### config.mk
export PLATFORM = sky130hd
export DESIGN_NAME = fetch_unit
export DESIGN_NICKNAME = d
export VERILOG_FILES = /design/src/rtl/pipeline_pkg.sv /design/src/rtl/fetch_fifo.sv /design/src/rtl/fetch_unit.sv
export SDC_FILE = /design/constraint.sdc
export NUM_CORES = 1
export LEC_CHECK = 0
export BUFFER_PORTS_ARGS = -buffer_cell sky130_fd_sc_hd__buf_2
export CORE_MARGIN = 4
export CORE_UTILIZATION = 48
export DETAILED_ROUTE_END_ITERATION = 16
export GPL_TIMING_DRIVEN = 0
export PLACE_DENSITY = 0.69
export SYNTH_ARGS = -nofsm -noshare
export SYNTH_HDL_FRONTEND = slang
export SYNTH_SLANG_ARGS = --single-unit
### constraint.sdc
create_clock -name clk -period 4.3 [get_ports clk]
set_clock_uncertainty 0.1 [all_clocks]
set_input_delay 0.43 -clock clk [delete_from_list [all_inputs] [get_ports clk]]
set_output_delay 0.43 -clock clk [all_outputs]
set_load 0.01 [all_outputs]
### src/rtl/pipeline_pkg.sv
// Shared pipeline types and constants for the front end.
// Holds widths, the NOP encoding and the fetch-stage bundles.
package pipeline_pkg;

  localparam int XLEN = 64;
  localparam int ILEN = 32;

  localparam logic [ILEN-1:0] NOP_INSTR = 32'h0000_0013;

  typedef struct packed {
    logic [ILEN-1:0] instr;
    logic [XLEN-1:0] pc;
  } fetch_entry_t;

  typedef struct packed {
    logic            epoch;
    logic [XLEN-1:0] pc;
  } inflight_t;

endpackage

### src/rtl/fetch_fifo.sv
// Parameterised synchronous FIFO with flush, used for fetch queues.
// Ports: clk, rst, flush, push/wdata, pop/rdata, empty, count.
module fetch_fifo #(
  parameter int WIDTH = 8,
  parameter int DEPTH = 4,
  localparam int AW = $clog2(DEPTH)
) (
  input  logic             clk,
  input  logic             rst,
  input  logic             flush,
  input  logic             push,
  input  logic [WIDTH-1:0] wdata,
  input  logic             pop,
  output logic [WIDTH-1:0] rdata,
  output logic             empty,
  output logic [AW:0]      count
);

  localparam logic [AW:0] FULL = (AW+1)'(DEPTH);

  logic [WIDTH-1:0] mem [DEPTH];
  logic [AW-1:0]    wr_ptr;
  logic [AW-1:0]    rd_ptr;
  logic             do_push;
  logic             do_pop;

  assign do_pop  = pop && (count != '0);
  // A full FIFO still takes a push when a pop frees the slot.
  assign do_push = push && ((count != FULL) || do_pop);
  assign rdata   = mem[rd_ptr];
  assign empty   = (count == '0);

  always_ff @(posedge clk) begin
    if (do_push) mem[wr_ptr] <= wdata;
  end

  always_ff @(posedge clk) begin
    if (rst || flush) begin
      wr_ptr <= '0;
      rd_ptr <= '0;
      count  <= '0;
    end else begin
      if (do_push) wr_ptr <= wr_ptr + 1'b1;
      if (do_pop)  rd_ptr <= rd_ptr + 1'b1;
      unique case ({do_push, do_pop})
        2'b10:   count <= count + 1'b1;
        2'b01:   count <= count - 1'b1;
        default: count <= count;
      endcase
    end
  end

endmodule

### src/rtl/fetch_unit.sv
// Instruction fetch stage: PC, request issue, in-flight tracking, buffer.
// Ports: clk/rst, req_*/resp_* memory side, redirect_*, stall, instr_*.
module fetch_unit
  import pipeline_pkg::*;
#(
  parameter logic [XLEN-1:0] RESET_PC  = 64'h0,
  parameter int              BUF_DEPTH = 4
) (
  input  logic            clk,
  input  logic            rst,
  output logic            req_valid,
  input  logic            req_ready,
  output logic [XLEN-1:0] req_addr,
  input  logic            resp_valid,
  input  logic [ILEN-1:0] resp_data,
  input  logic            redirect_valid,
  input  logic [XLEN-1:0] redirect_pc,
  input  logic            stall,
  output logic            instr_valid,
  output logic [ILEN-1:0] instr,
  output logic [XLEN-1:0] instr_pc
);

  localparam int AW = $clog2(BUF_DEPTH);
  localparam logic [AW+1:0] DEPTH_W = (AW+2)'(BUF_DEPTH);

  logic [XLEN-1:0] pc;
  logic            epoch;
  logic [AW:0]     drop;

  inflight_t    if_in;
  inflight_t    if_out;
  fetch_entry_t buf_in;
  fetch_entry_t buf_out;
  logic         if_empty;
  logic         buf_empty;
  logic [AW:0]  if_cnt;
  logic [AW:0]  buf_cnt;
  logic [AW+1:0] occ;

  logic req_fire;
  logic resp_fire;
  logic live;
  logic buf_pop;

  assign occ       = {1'b0, if_cnt} + {1'b0, buf_cnt};
  assign req_valid = !rst && !redirect_valid && (occ < DEPTH_W);
  assign req_addr  = pc;
  assign req_fire  = req_valid && req_ready;
  assign resp_fire = resp_valid && !if_empty;

  // Responses issued before the latest redirect are counted in drop;
  // the epoch bit alone would alias after two back-to-back redirects.
  assign live = resp_fire && (if_out.epoch == epoch)
             && (drop == '0) && !redirect_valid;

  assign buf_pop = !buf_empty && !stall && !redirect_valid;

  assign if_in  = '{epoch: epoch, pc: pc};
  assign buf_in = '{instr: resp_data, pc: if_out.pc};

  assign instr_valid = !rst && !buf_empty;
  assign instr       = instr_valid ? buf_out.instr : NOP_INSTR;
  assign instr_pc    = instr_valid ? buf_out.pc : '0;

  always_ff @(posedge clk) begin
    if (rst) begin
      pc    <= RESET_PC;
      epoch <= 1'b0;
      drop  <= '0;
    end else if (redirect_valid) begin
      pc    <= redirect_pc & ~64'h3;
      epoch <= ~epoch;
      drop  <= if_cnt - {{AW{1'b0}}, resp_fire};
    end else begin
      if (req_fire) pc <= pc + 64'd4;
      if (resp_fire && drop != '0) drop <= drop - 1'b1;
    end
  end

  fetch_fifo #(
    .WIDTH ($bits(inflight_t)),
    .DEPTH (BUF_DEPTH)
  ) u_inflight (
    .clk   (clk),
    .rst   (rst),
    .flush (1'b0),
    .push  (req_fire),
    .wdata (if_in),
    .pop   (resp_fire),
    .rdata (if_out),
    .empty (if_empty),
    .count (if_cnt)
  );

  fetch_fifo #(
    .WIDTH ($bits(fetch_entry_t)),
    .DEPTH (BUF_DEPTH)
  ) u_ibuf (
    .clk   (clk),
    .rst   (rst),
    .flush (redirect_valid),
    .push  (live),
    .wdata (buf_in),
    .pop   (buf_pop),
    .rdata (buf_out),
    .empty (buf_empty),
    .count (buf_cnt)
  );

endmodule

==> results of run 1 <==
==> repair_timing <==
item	CTS	global route
resized for setup	3	0
hold buffers	50	0
gates cloned	0	1
endpoints found under the hold margin	146	0
endpoints found under the setup margin	26	47
pin swaps	0	1
==> logic make-up after synthesis <==
kind of cell / Yosys count / synth area share
and+or+nand+nor: 369 / 0.0720
other: 1 / 0.000133
buffers and inverters: 106 / 0.0155
xor gates and xnor gates: 36 / 0.0112
AOI/OAI and AO/OA: 150 / 0.0340
DFF: 712 / 0.731
muxes: 162 / 0.128
adders and majority gates: 18 / 0.00855
==> through the flow <==
stage / power (mW) / hold WS [ns] / util / cells / setup TNS [ns]
3_5_place_dp: 9.56 / 0.424 / 0.530 / 2590 / 0
2_1_floorplan: 9.04 / 0.385 / - / 1557 / 0
3_3_place_gp: 9.49 / 0.399 / 0.525 / 2578 / -550.01
6_report: 15.5 / 0.0201 / 0.580 / 2777 / 0
4_1_cts: 15.7 / 0.00212 / 0.580 / 2773 / 0
5_1_grt: 16.1 / 0.0142 / 0.580 / 2774 / 0
==> per-layer routing <==
metal / wire (um) / share of wire
met5: 0 / 0
met4: 2200 / 0.032
met3: 5550 / 0.082
met2: 32300 / 0.48
met1: 27600 / 0.41
==> flip-flops by register name, summed over array words and instances (netlist names), named ones only <==
register / cells
u_ibuf.mem: 376
u_inflight.mem: 252
req_addr: 62
drop: 3
u_ibuf.count: 3
u_inflight.count: 3
u_ibuf.rd_ptr: 2
u_ibuf.wr_ptr: 2
u_inflight.rd_ptr: 2
u_inflight.wr_ptr: 2
epoch: 1
==> worst min-delay path, stage by stage <==
cell and delay [ns]:
buf_2 0.10, a22oi_1 0.08, o21ai_1 0.07
==> layout make-up <==
| cell class | instances | area [um^2] | share of cell area |
|---|---|---|---|
| clock inverters | 43 | 348 | 0.0104 |
| clock buffers | 90 | 1980 | 0.0592 |
| inverters | 23 | 86.3 | 0.00258 |
| multi-input cells | 740 | 7160 | 0.214 |
| plain buffers | 83 | 364 | 0.0109 |
| diodes | 3 | 7.51 | 0.000224 |
| flip-flops and latches | 712 | 20500 | 0.613 |
| repair buffers | 318 | 2080 | 0.0619 |
| well taps | 765 | 957 | 0.0285 |
==> final timing paths <==
| kind | from | slack, ns | to |
|---|---|---|---|
| max | flop | 0.20 | u_ibuf.mem[2][9] |
| max reg2reg | flop | 0.20 | u_ibuf.mem[2][9] |
| min reg2reg | u_inflight.rd_ptr[1] | 0.45 | u_inflight.rd_ptr[1] |
| min | redirect_pc[44] | 0.02 | req_addr[44] |
==> placed cells by master (no fill, tap or decap), drive strengths merged, types with 3 or more instances in the layout <==
| master | Yosys | routed |
|---|---|---|
| and4 | 5 | 5 |
| nand3 | 36 | 36 |
| mux4 | 157 | 157 |
| or3 | 12 | 12 |
| a21o | 3 | 3 |
| a211oi | 9 | 9 |
| bufinv | 0 | 5 |
| buf | 27 | 293 |
| clkbuf | 56 | 146 |
| dlygate4sd3 | 0 | 50 |
| a22oi | 9 | 9 |
| nor3 | 21 | 21 |
| o211ai | 11 | 11 |
| conb | 1 | 4 |
| xnor2 | 25 | 25 |
| nand4 | 21 | 21 |
| and3 | 23 | 23 |
| o21ai | 30 | 30 |
| nand2 | 66 | 66 |
| mux2i | 4 | 4 |
| or4 | 5 | 5 |
| ha | 16 | 16 |
| dfxtp | 84 | 84 |
| and2 | 104 | 105 |
| clkinvlp | 0 | 4 |
| clkinv | 1 | 34 |
| a31oi | 22 | 22 |
| a21oi | 38 | 38 |
| nor2 | 58 | 58 |
| a221oi | 5 | 5 |
| inv | 22 | 23 |
| nor4 | 13 | 13 |
| edfxtp | 628 | 628 |
| diode | 0 | 3 |
| o22ai | 8 | 8 |
| xor2 | 11 | 11 |
==> report_power, final <==
group	switching, mW	leakage (nW)	internal (mW)
logic	0.798	3.74	0.626
clock network	2.52	1.14	3.58
registers	0.148	6.40	7.87
==> impl_summary.md, run 1 <==
Logic synthesis
Yosys attributes the largest share of cell area to edfxtp_1 (67%), mux4_2 (13%), dfxtp_1 (6.0%). The most common cell in the synthesized netlist is edfxtp_1. Counting flops with a built-in enable in the synthesized netlist gives roughly 630.

Dividing the synthesized area by the synthesized cell count gives 18.1 um^2. The biggest area contributor in the post-synthesis netlist is edfxtp_1. The synthesis warning total is 0.

For this run, the register share of the synthesized area comes to 0.731. The most common flop cell mapped by yosys is edfxtp_1. The flip-flop and latch count after synthesis is roughly 700.

The top cell type's share of synthesized area is 0.671. The number of unique standard cell types used by synthesis is 59. The share of synthesized flip-flops with an asynchronous set or reset is 0.

The area of the mapped netlist is roughly 0.028 mm^2. Sorting the synthesized cells by how often they occur yields edfxtp_1 (628), mux4_2 (157), and2_1 (104), dfxtp_1 (84), nand2_1 (66). The post-synthesis instance total is approximately 1600.

Critical path
The classification of the worst setup path is reg2reg. In this design, the stage delay of the slowest critical-path cell is 0.81 ns. Along the worst path, the maximum fanout reaches 48. STA classifies the critical path endpoint as a flop.

The kind of start point of the critical path is a flop. The slowest stage of the critical path is the a311oi_2 cell. Together, buffers and inverters on the worst path number 2. The data arrival at the endpoint of the critical path is roughly 4.3 ns.

Measured in cells, the most critical reg-to-reg path has a length of 6. The total stage count of the critical path is 6. Grouping stages by cell kind, the critical path spends the most delay in buffers and inverters.

For the worst setup path, the data required time is roughly 4.5 ns. The critical path goes through clkbuf_1, mux4_2, xor2_1, a311oi_2, and2_4, buf_16.

Route
In the routed layout, each cell is associated on average with a via count of between 5 and 6. The first TritonRoute pass finished after 6 iterations. The detailed-route DRC error count is 0.

Once detail routing completed, the nets flagged for antenna violations numbered 0. In the final routed layout, each cell accounts on average for ~24 um. For this block, the via count after detailed routing is around 16000.

The violation count after the first detailed-route iteration is around 1700. After detailed routing, the total wire length is between 60000 and 70000 um.

Pwr
The peak supply drop is 0.000266 V. The leakage component of the power is ~11 nW. The power density over cell area is between 400 and 500 mW/mm^2.

Clocking
The clock root buffer master is clkbuf_16. The insertion delay to the later sink of the worst-skew pair is approximately 0.60 ns. Counting along the longest clock path gives a buffer depth of 3. The number of clock sinks is 712. The H-tree generated during clock tree synthesis spans 3 levels. The count of buffers added by post-CTS timing repair for setup is 0.

TritonCTS built the clock tree. Clock-pin slew was measured on the worst setup and hold paths at 0.06 ns. The total clock buffers created by CTS is 72.

STA
Measured against its own limit, the worst slew margin works out to 0.166. In the finished design, the share of the clock period the worst path needs comes to 0.953. The slew of the pin with the lowest slew margin is between 1 and 1.5 ns. The fmax is around 240 MHz. Setup repair after global routing left no endpoint under its margin. The final critical-path required period is a little over 4 ns. The number of failing hold endpoints at the final stage is 0. The least setup slack across all paths after layout is between 0.2 and 0.25 ns. The count of final max-slew check failures came to 0. The final setup violation count is 0.

Final layout
The post-route cell area is approximately 0.034 mm^2. In the final layout, the share of cells above drive strength 1 is 0.282. After the last flow step, the layout net total stands at between 2000 and 2500. The synthesis-to-finish area growth is 19.3%.

The layout filler cell count is approximately 4400.

GRT
In the global route stage, met2 resource usage came out at 0.338. The number of antenna violations at the first check in global routing is 4. Entering global routing, the biggest net connects 54 pins.

The routing layer with the top usage in global route is met2. The wire length of the first global-routing pass is around 100000 um. The routing usage on met3 is 0.0488. The number of global-route vias before repair is roughly 16000. The met1 usage in global routing is 0.298. The total overflow left after global routing is 0. The combined global-route utilization of all metal layers is 0.214.

Job
The tool flagged a number of max-cap violations equal to 0.

Floorplanning
The number of placement rows is 88. From left edge to right edge, the die measures approximately 250 um. The floorplan step defined a die boundary enclosing roughly 0.062 mm^2. The placeable core region is roughly 0.058 mm^2.

The initial core utilization is 0.486. The number of placed I/O pins is approximately 260. The floorplan step set the die height to roughly 250 um.

Placed design
Input and output buffers added on the ports amount to approximately 260. The post-detailed-placement half-perimeter wirelength is about 44000 um. The area after detailed placement is slightly above 0.03 mm^2.

At the end of routability-driven placement, the weighted congestion stood at approximately 0.9. OpenSTA, run right after detailed placement, puts the worst setup slack at about 0.17 ns.

Hold path
The worst hold path was traced through 3 stages. The type of the tightest min-delay check is in2reg.

Status
The run finished with clean final reports.
No activity file was read; power rests on OpenSTA's default activity.
==> run 2, diff against run 1 <==
--- a/config.mk
+++ b/config.mk
@@ -11,6 +11,7 @@
 export DETAILED_ROUTE_END_ITERATION = 16
 export GPL_TIMING_DRIVEN = 0
 export PLACE_DENSITY = 0.69
+export RECOVER_POWER = 25
 export SYNTH_ARGS = -nofsm -noshare
 export SYNTH_HDL_FRONTEND = slang
 export SYNTH_SLANG_ARGS = --single-unit
==> run 2 against run 1 <==
Against the previous run: clock power is essentially flat; critical endpoint unchanged; global-route usage unchanged; non-clock buffer count unchanged; routed wire length decreased by 0.39%; cell count did not move; fmax shrank 0.21%; flip-flop and latch count stayed put; count of clock-buffer cells in the layout did not move; combinational power hardly changed; critical path depth stayed put.
==> impl_summary.md, run 2 (synthesis results as in run 1) <==
Floorplanning
The die covers around 0.062 mm^2. In this run the standard cell core region covers about 0.058 mm^2. The initial utilization of the core area, before any placement, comes to 0.486. The die is about 250 um wide.

The die is about 250 um tall. The number of placement rows is between 80 and 90. The number of placed I/O pins is 264.

Pwr
The total power is roughly 16 mW. The share of total power dissipated in sequential elements is 0.516. Of the total power, the clock network draws 0.392. The leakage component of the power is about 11 nW. The power density over cell area is 464 mW/mm^2. The cell-internal power is ~12 mW. In this run the power spent charging and discharging nets is about 3.5 mW.

The switching share of power is 0.223. The peak supply drop is 0.000265 V. Of the total power, combinational logic draws 0.091.

Hold path
Counting instances, the worst hold path has a depth of 3. The startpoint of the tightest hold check path is redirect_pc[44]. For hold timing, the worst endpoint is req_addr[44].

In this run the worst hold path is classified as in2reg.

Clocking
The tree built by TritonCTS fans out to 712 sinks. The clock reaches the later pin of the worst-skew pair after roughly 0.60 ns. The clock root buffer master is clkbuf_16.

Clock-pin slew was measured on the worst setup and hold paths at 0.06 ns. The clock tree from TritonCTS is done. The deepest clock path buffer count is 3. CTS built an H-tree with a depth of 3. The total clock buffers created by CTS is 72. In this run the post-CTS setup repair buffer count came out at 0.

Critical path
The delay of the slowest critical-path stage is between 0.8 and 0.9 ns. The worst setup path is captured at a flop. The signal on the critical path passes through clkbuf_1, mux4_2, xor2_1, a311oi_2, and2_4, buf_16. For flop-to-flop paths, the worst setup slack is about 0.19 ns.

The data arrival at the endpoint of the critical path is around 4.3 ns. STA puts the critical path data required time at around 4.5 ns. The standard cell with the maximum stage delay on the critical path is a311oi_2. The classification of the worst setup path is reg2reg. The largest driver fanout on the critical path is between 40 and 50. The critical register-to-register path endpoint is u_ibuf.mem[2][9]. The kind of start point of the critical path is a flop. Measured in cells, the most critical reg-to-reg path has a length of 6.

STA
The tightest slew margin relative to the limit is 0.200. The final setup violation count is 0. After routing, the total negative slack on setup checks comes to 0 ns.

In the finished design, the share of the clock period the worst path needs comes to 0.955. The final critical-path required period is 4.11 ns. The fmax is roughly 240 MHz. The least setup slack across all paths after layout is between 0.15 and 0.2 ns. Setup repair after global routing left no endpoint under its margin. The slew of the pin with the lowest slew margin is 1.19 ns. The number of failing hold endpoints at the final stage is 0. The count of final max-slew check failures is 0.

Placed design
OpenSTA, run right after detailed placement, puts the worst setup slack at 0.167 ns. The count of buffers added on input and output ports is around 260. The post-detailed-placement half-perimeter wirelength is 44500 um. In this run the cell area measured after placement is ~0.031 mm^2. The placed cell count is roughly 2600. The final weighted congestion in routability-driven placement is about 0.9.

Final layout
The flip-flop count of the largest register after layout is 376. The post-route cell area is 0.0335 mm^2. The number of nets in the layout is slightly above 2000. Of the cells placed in the final design, the portion with a size suffix greater than 1 is 0.266.

Leaving out fill and tap cells, the most frequent cell in the layout is edfxtp_1. The register with the most flip-flops is u_ibuf.mem. From synthesis to final layout, the design area changed by 19.2%. The final instance count without filler cells is 2777. In the layout the commonest cells are edfxtp_1 (628), buf_2 (225), mux4_2 (157), clkbuf_1 (99), and2_1 (96).

GRT
After global routing the overflow that remains totals 0. The combined global-route utilization of all metal layers is 0.214. The first global-routing pass estimated around 100000 um of wire. The number of global-route vias before repair is between 15000 and 20000. The maximum number of pins on one net before global-route repair is 54. The number of antenna violations at the first check in global routing was 4.

Route
The first TritonRoute pass finished after 6 iterations. The routed design has just under 70000 um of wire. The violation count after the first detailed-route iteration is approximately 1700. The average wire per standard cell is ~24 um.

The routed via count divided by cell count is just under 6. The detail route stage leaves a number of antenna-violating nets equal to 0. The routed layout has between 15000 and 20000 vias. In the routed design, unresolved DRC markers number 0.

Status
The flow ran to the end, and the final reports show no timing, DRC or antenna violations.

Job
Max-cap violations in this run came to 0.
## run 2: critical path, delay by kind of cell, from the launching register on
kind	cells	cell delay (ns)
flip-flops	1	0.30
AO/OA/AOI/OAI	1	0.82
multiplexers	1	0.62
AND/OR/NAND/NOR	1	0.61
buffers and inverters	2	1.04
XOR/XNOR	1	0.19
## run 2: timing repair
| action | 4_1_cts | 5_1_grt |
|---|---|---|
| gates resized for setup | 3 | 0 |
| pin swaps | 0 | 1 |
| cloned | 0 | 1 |
| endpoints found under the hold margin | 146 | 0 |
| setup endpoints to repair | 26 | 47 |
| hold buffers | 50 | 0 |
## run 2: worst max path at each step
stage	slack, ns	end	from	depth (start not counted)
global placement	-0.97	u_inflight.mem[3][29]	redirect_valid	6
finish	0.19	u_ibuf.mem[2][9]	flop	6
CTS	0.15	u_ibuf.mem[2][12]	flop	6
floorplan	0.72	u_inflight.mem[1][10]	redirect_valid	6
global route	0.03	u_ibuf.mem[2][8]	flop	6
detailed placement	0.17	u_ibuf.mem[2][7]	flop	6
## run 2: power groups by stage
stage	sequential (mW)	combinational [mW]	clock, mW
6_report	8.02	1.42	6.09
2_1_floorplan	8.13	0.909	0
3_5_place_dp	8.16	1.40	0
5_1_grt	8.03	1.55	6.55
3_3_place_gp	8.16	1.34	0
4_1_cts	8.01	1.44	6.22
## run 2: layout make-up
type                    count  area (um^2)
repair buffers            318         2040
well taps                 765          957
multi-input cells         740         7160
clock inverters            43          348
diodes                      3         7.51
inverters                  23         86.3
flip-flops and latches    712        20500
fillers                  4471        24300
clock buffers              90         1980
plain buffers              83          364
## run 2: per-layer routing
metal | GRT usage | vias to the layer above | part of all wire
met5 | 0 | - | 0
met2 | 0.338 | 706 | 0.48
met1 | 0.298 | 8211 | 0.41
li1 | - | 6995 | -
met3 | 0.0488 | 123 | 0.081
met4 | 0.0747 | 0 | 0.033
## run 2: through the flow
stage	hold slack, ns	util
final	0.0188	0.579
after global placement	0.399	0.525
after detailed placement	0.424	0.530
after floorplan	0.385	-
after CTS	0.00212	0.580
after global routing	0.0142	0.579
==> run 3, diff against run 2 <==
--- a/config.mk
+++ b/config.mk
@@ -6,11 +6,13 @@
 export NUM_CORES = 1
 export LEC_CHECK = 0
 export BUFFER_PORTS_ARGS = -buffer_cell sky130_fd_sc_hd__buf_2
+export CELL_PAD_IN_SITES_DETAIL_PLACEMENT = 1
+export CELL_PAD_IN_SITES_GLOBAL_PLACEMENT = 2
 export CORE_MARGIN = 4
-export CORE_UTILIZATION = 48
+export CORE_UTILIZATION = 40
 export DETAILED_ROUTE_END_ITERATION = 16
 export GPL_TIMING_DRIVEN = 0
-export PLACE_DENSITY = 0.69
+export PLACE_DENSITY_LB_ADDON = 0.1
 export RECOVER_POWER = 25
 export SYNTH_ARGS = -nofsm -noshare
 export SYNTH_HDL_FRONTEND = slang
==> run 3 against run 2 <==
Against the previous run: worst hold slack better by 0.017 ns; utilization down 8.6 points; worst setup slack better by 0.035 ns; critical path depth up 1; fmax up 0.87%; largest cell class unchanged; highest routed layer is now met5.
==> impl_summary.md, run 3 (synthesis results as in run 1) <==
Critical path
The largest driver fanout on the critical path is 50. The signal on the critical path passes through buf_1, mux4_2, xor2_1, a311oi_2, and2_4, buf_16, buf_16. The critical path capture point type is a flop. The slowest stage of the critical path is the a311oi_2 cell. The library cell appearing most often on the critical path is buf_16. On the worst path, the slowest cell contributes a delay of slightly below 0.9 ns. The setup path with the least slack is of type reg2reg. Grouping stages by cell kind, the critical path spends the most delay in buffers and inverters. The buffering stage count on the worst path with inverters included is 3.

For the worst setup path, the data required time is around 4.5 ns. The worst setup path is launched from a flop. Data arrives at the worst endpoint at 4.26 ns.

Floorplanning
The die is roughly 270 um tall. The floorplan step defined a core boundary enclosing around 0.07 mm^2. The die is roughly 270 um wide. The initial core utilization is 0.407.

The die footprint is between 0.07 and 0.08 mm^2. After floorplanning, the core was divided into 96 placement rows. For this design the top-level I/O count stands at about 260.

STA
The least setup slack across all paths after layout is ~0.23 ns. The aggregate negative setup slack is 0 ns. Derived from the worst setup path, the maximum achievable clock frequency is ~250 MHz. Setup violations remaining at the end of the flow were counted as 0. The tightest slew margin relative to the limit is 0.174.

The slew of the pin with the lowest slew margin is between 1 and 1.5 ns. The number of failing hold endpoints at the final stage was 0. The count of final max-slew check failures is 0. Setup repair after global routing left no endpoint under its margin.

Dividing the final minimum period by the clock period gives 0.947. The final critical-path required period is ~4.1 ns.

GRT
For met1 alone, demand over resource in global routing was 0.281. The first global-routing pass estimated roughly 110000 um of wire. For this run, the total global-route usage over all layers was measured as 0.206. The number of global-route vias before repair was between 15000 and 20000. The routing usage on met3 is 0.0350. The number of antenna violations at the first check in global routing is 4. For this run, global-route usage on met2 was measured as 0.348. The global route total overflow is 0.

The routing layer with the top usage in global route is met2. Entering global routing, the biggest net connects 51 pins.

Clocking
TritonCTS built the clock tree. No sink is reached through more buffers than the 3 on the longest clock path. The clock slew at the register clock pins of the worst setup and hold paths is ~0.06 ns. Once the clock tree was built, the setup fixing pass inserted 0 buffers. The deepest level of the CTS H-tree is 3. The total clock buffers created by CTS is 78. CTS placed an instance of clkbuf_16 at the clock tree root. The clock net in this run drives a total of between 700 and 800 sinks. The later pin in the worst-skew pair is clocked with a latency of around 0.62 ns.

Placed design
Once detailed placement completed, the half-perimeter wirelength came to just over 50000 um. The worst slack at placement is -0.000349 ns. The final weighted congestion in routability-driven placement is ~0.78. Summing all placed instances gives a cell area of between 0.03 and 0.04 mm^2.

The number of buffers added on ports is 256.

Hold path
The startpoint identified for the worst hold timing path is redirect_pc[8]. The path class of the tightest hold or removal check is in2reg.

Pwr
For this design the static power due to leakage is between 10 and 15 nW. The peak supply drop is 0.000317 V. For this design the ratio of total power to cell area is roughly 470 mW/mm^2. The design draws 16.1 mW.

Final layout
The flip-flop count of the largest register after layout is between 300 and 400. Leaving out fill and tap cells, the most frequent cells in the layout are edfxtp_1 (628), buf_2 (225), mux4_2 (157), clkbuf_1 (105), and2_1 (96). In the final layout, the share of cells above drive strength 1 is 0.270. Counting flops per register, the top entry is u_ibuf.mem. The most common cell after layout, fill and taps aside is edfxtp_1. With fillers left out, the area of the finished cells amounts to roughly 0.034 mm^2. The number of nets in the layout is 2094.

The synthesis-to-finish area growth is 21.4%. The repair_antennas step left the layout with diodes totalling 0. The core occupancy in the finished layout is 0.494.

Route
The detailed-route DRC error count is 0. In the final routed layout, each cell accounts on average for 25.9 um. In the routed layout, each cell is associated on average with a via count of between 5 and 6. The total via count after detailed routing is approximately 16000. The detailed router finished its first iteration with approximately 1100 violations.

The number of nets still failing antenna checks after routing is 0. The number of iterations in the first detailed-routing pass is 5. The final layout contains routed wiring with a total length of between 70000 and 80000 um.

Status
The run finished with clean final reports.

Job
The tool flagged a number of max-cap violations equal to 0.
## run 3: tightest hold or removal path, cell delays in order
cell	delay, ns
buf_2	0.10
a21oi_1	0.06
a21oi_1	0.11
## run 3: final cells by class
class	instances	area [um^2]
Fill cell	6552	35000
Buffer	82	382
Multi-Input combinational cell	740	7160
Sequential cell	712	20500
Inverter	23	86.3
Tap cell	931	1160
Clock inverter	39	402
Timing Repair Buffer	337	2240
Clock buffer	103	2130
## run 3: per-stage QoR
stage | cells | hold WS (ns)
final | 2967 | 0.0354
after global routing | 2967 | 0.00843
after CTS | 2967 | 0.000411
after detailed placement | 2755 | 0.435
after global placement | 2744 | 0.405
after floorplan | 1557 | 0.385
## run 3: layer usage
layer	vias to the layer above	share of wire
li1	7058	-
met1	8343	0.43
met2	402	0.50
met3	115	0.049
met4	2	0.021
met5	-	0.00018
## run 3: path summary, 6_finish.rpt
path	end	slack [ns]	depth (start not counted)
worst max-delay path	u_ibuf.mem[1][11]	0.23	7
worst min-delay path	req_addr[8]	0.04	3
worst max register to register	u_ibuf.mem[1][11]	0.23	7
worst min register to register	u_ibuf.rd_ptr[0]	0.45	2
## run 3: where the power goes
group | leakage [nW] | internal [mW] | switching, mW
Combinational | 3.75 | 0.631 | 0.802
Sequential | 6.40 | 7.87 | 0.180
Clock | 1.24 | 3.92 | 2.67
Total | 11.4 | 12.4 | 3.65
## run 3: what timing repair did
item / in CTS / in global routing
hold buffers: 70 / 0
pin swaps: 1 / 0
cloned: 1 / 0
endpoints found under the setup margin: 86 / 30
endpoints found under the hold margin: 166 / 0
gates resized for setup: 8 / 6
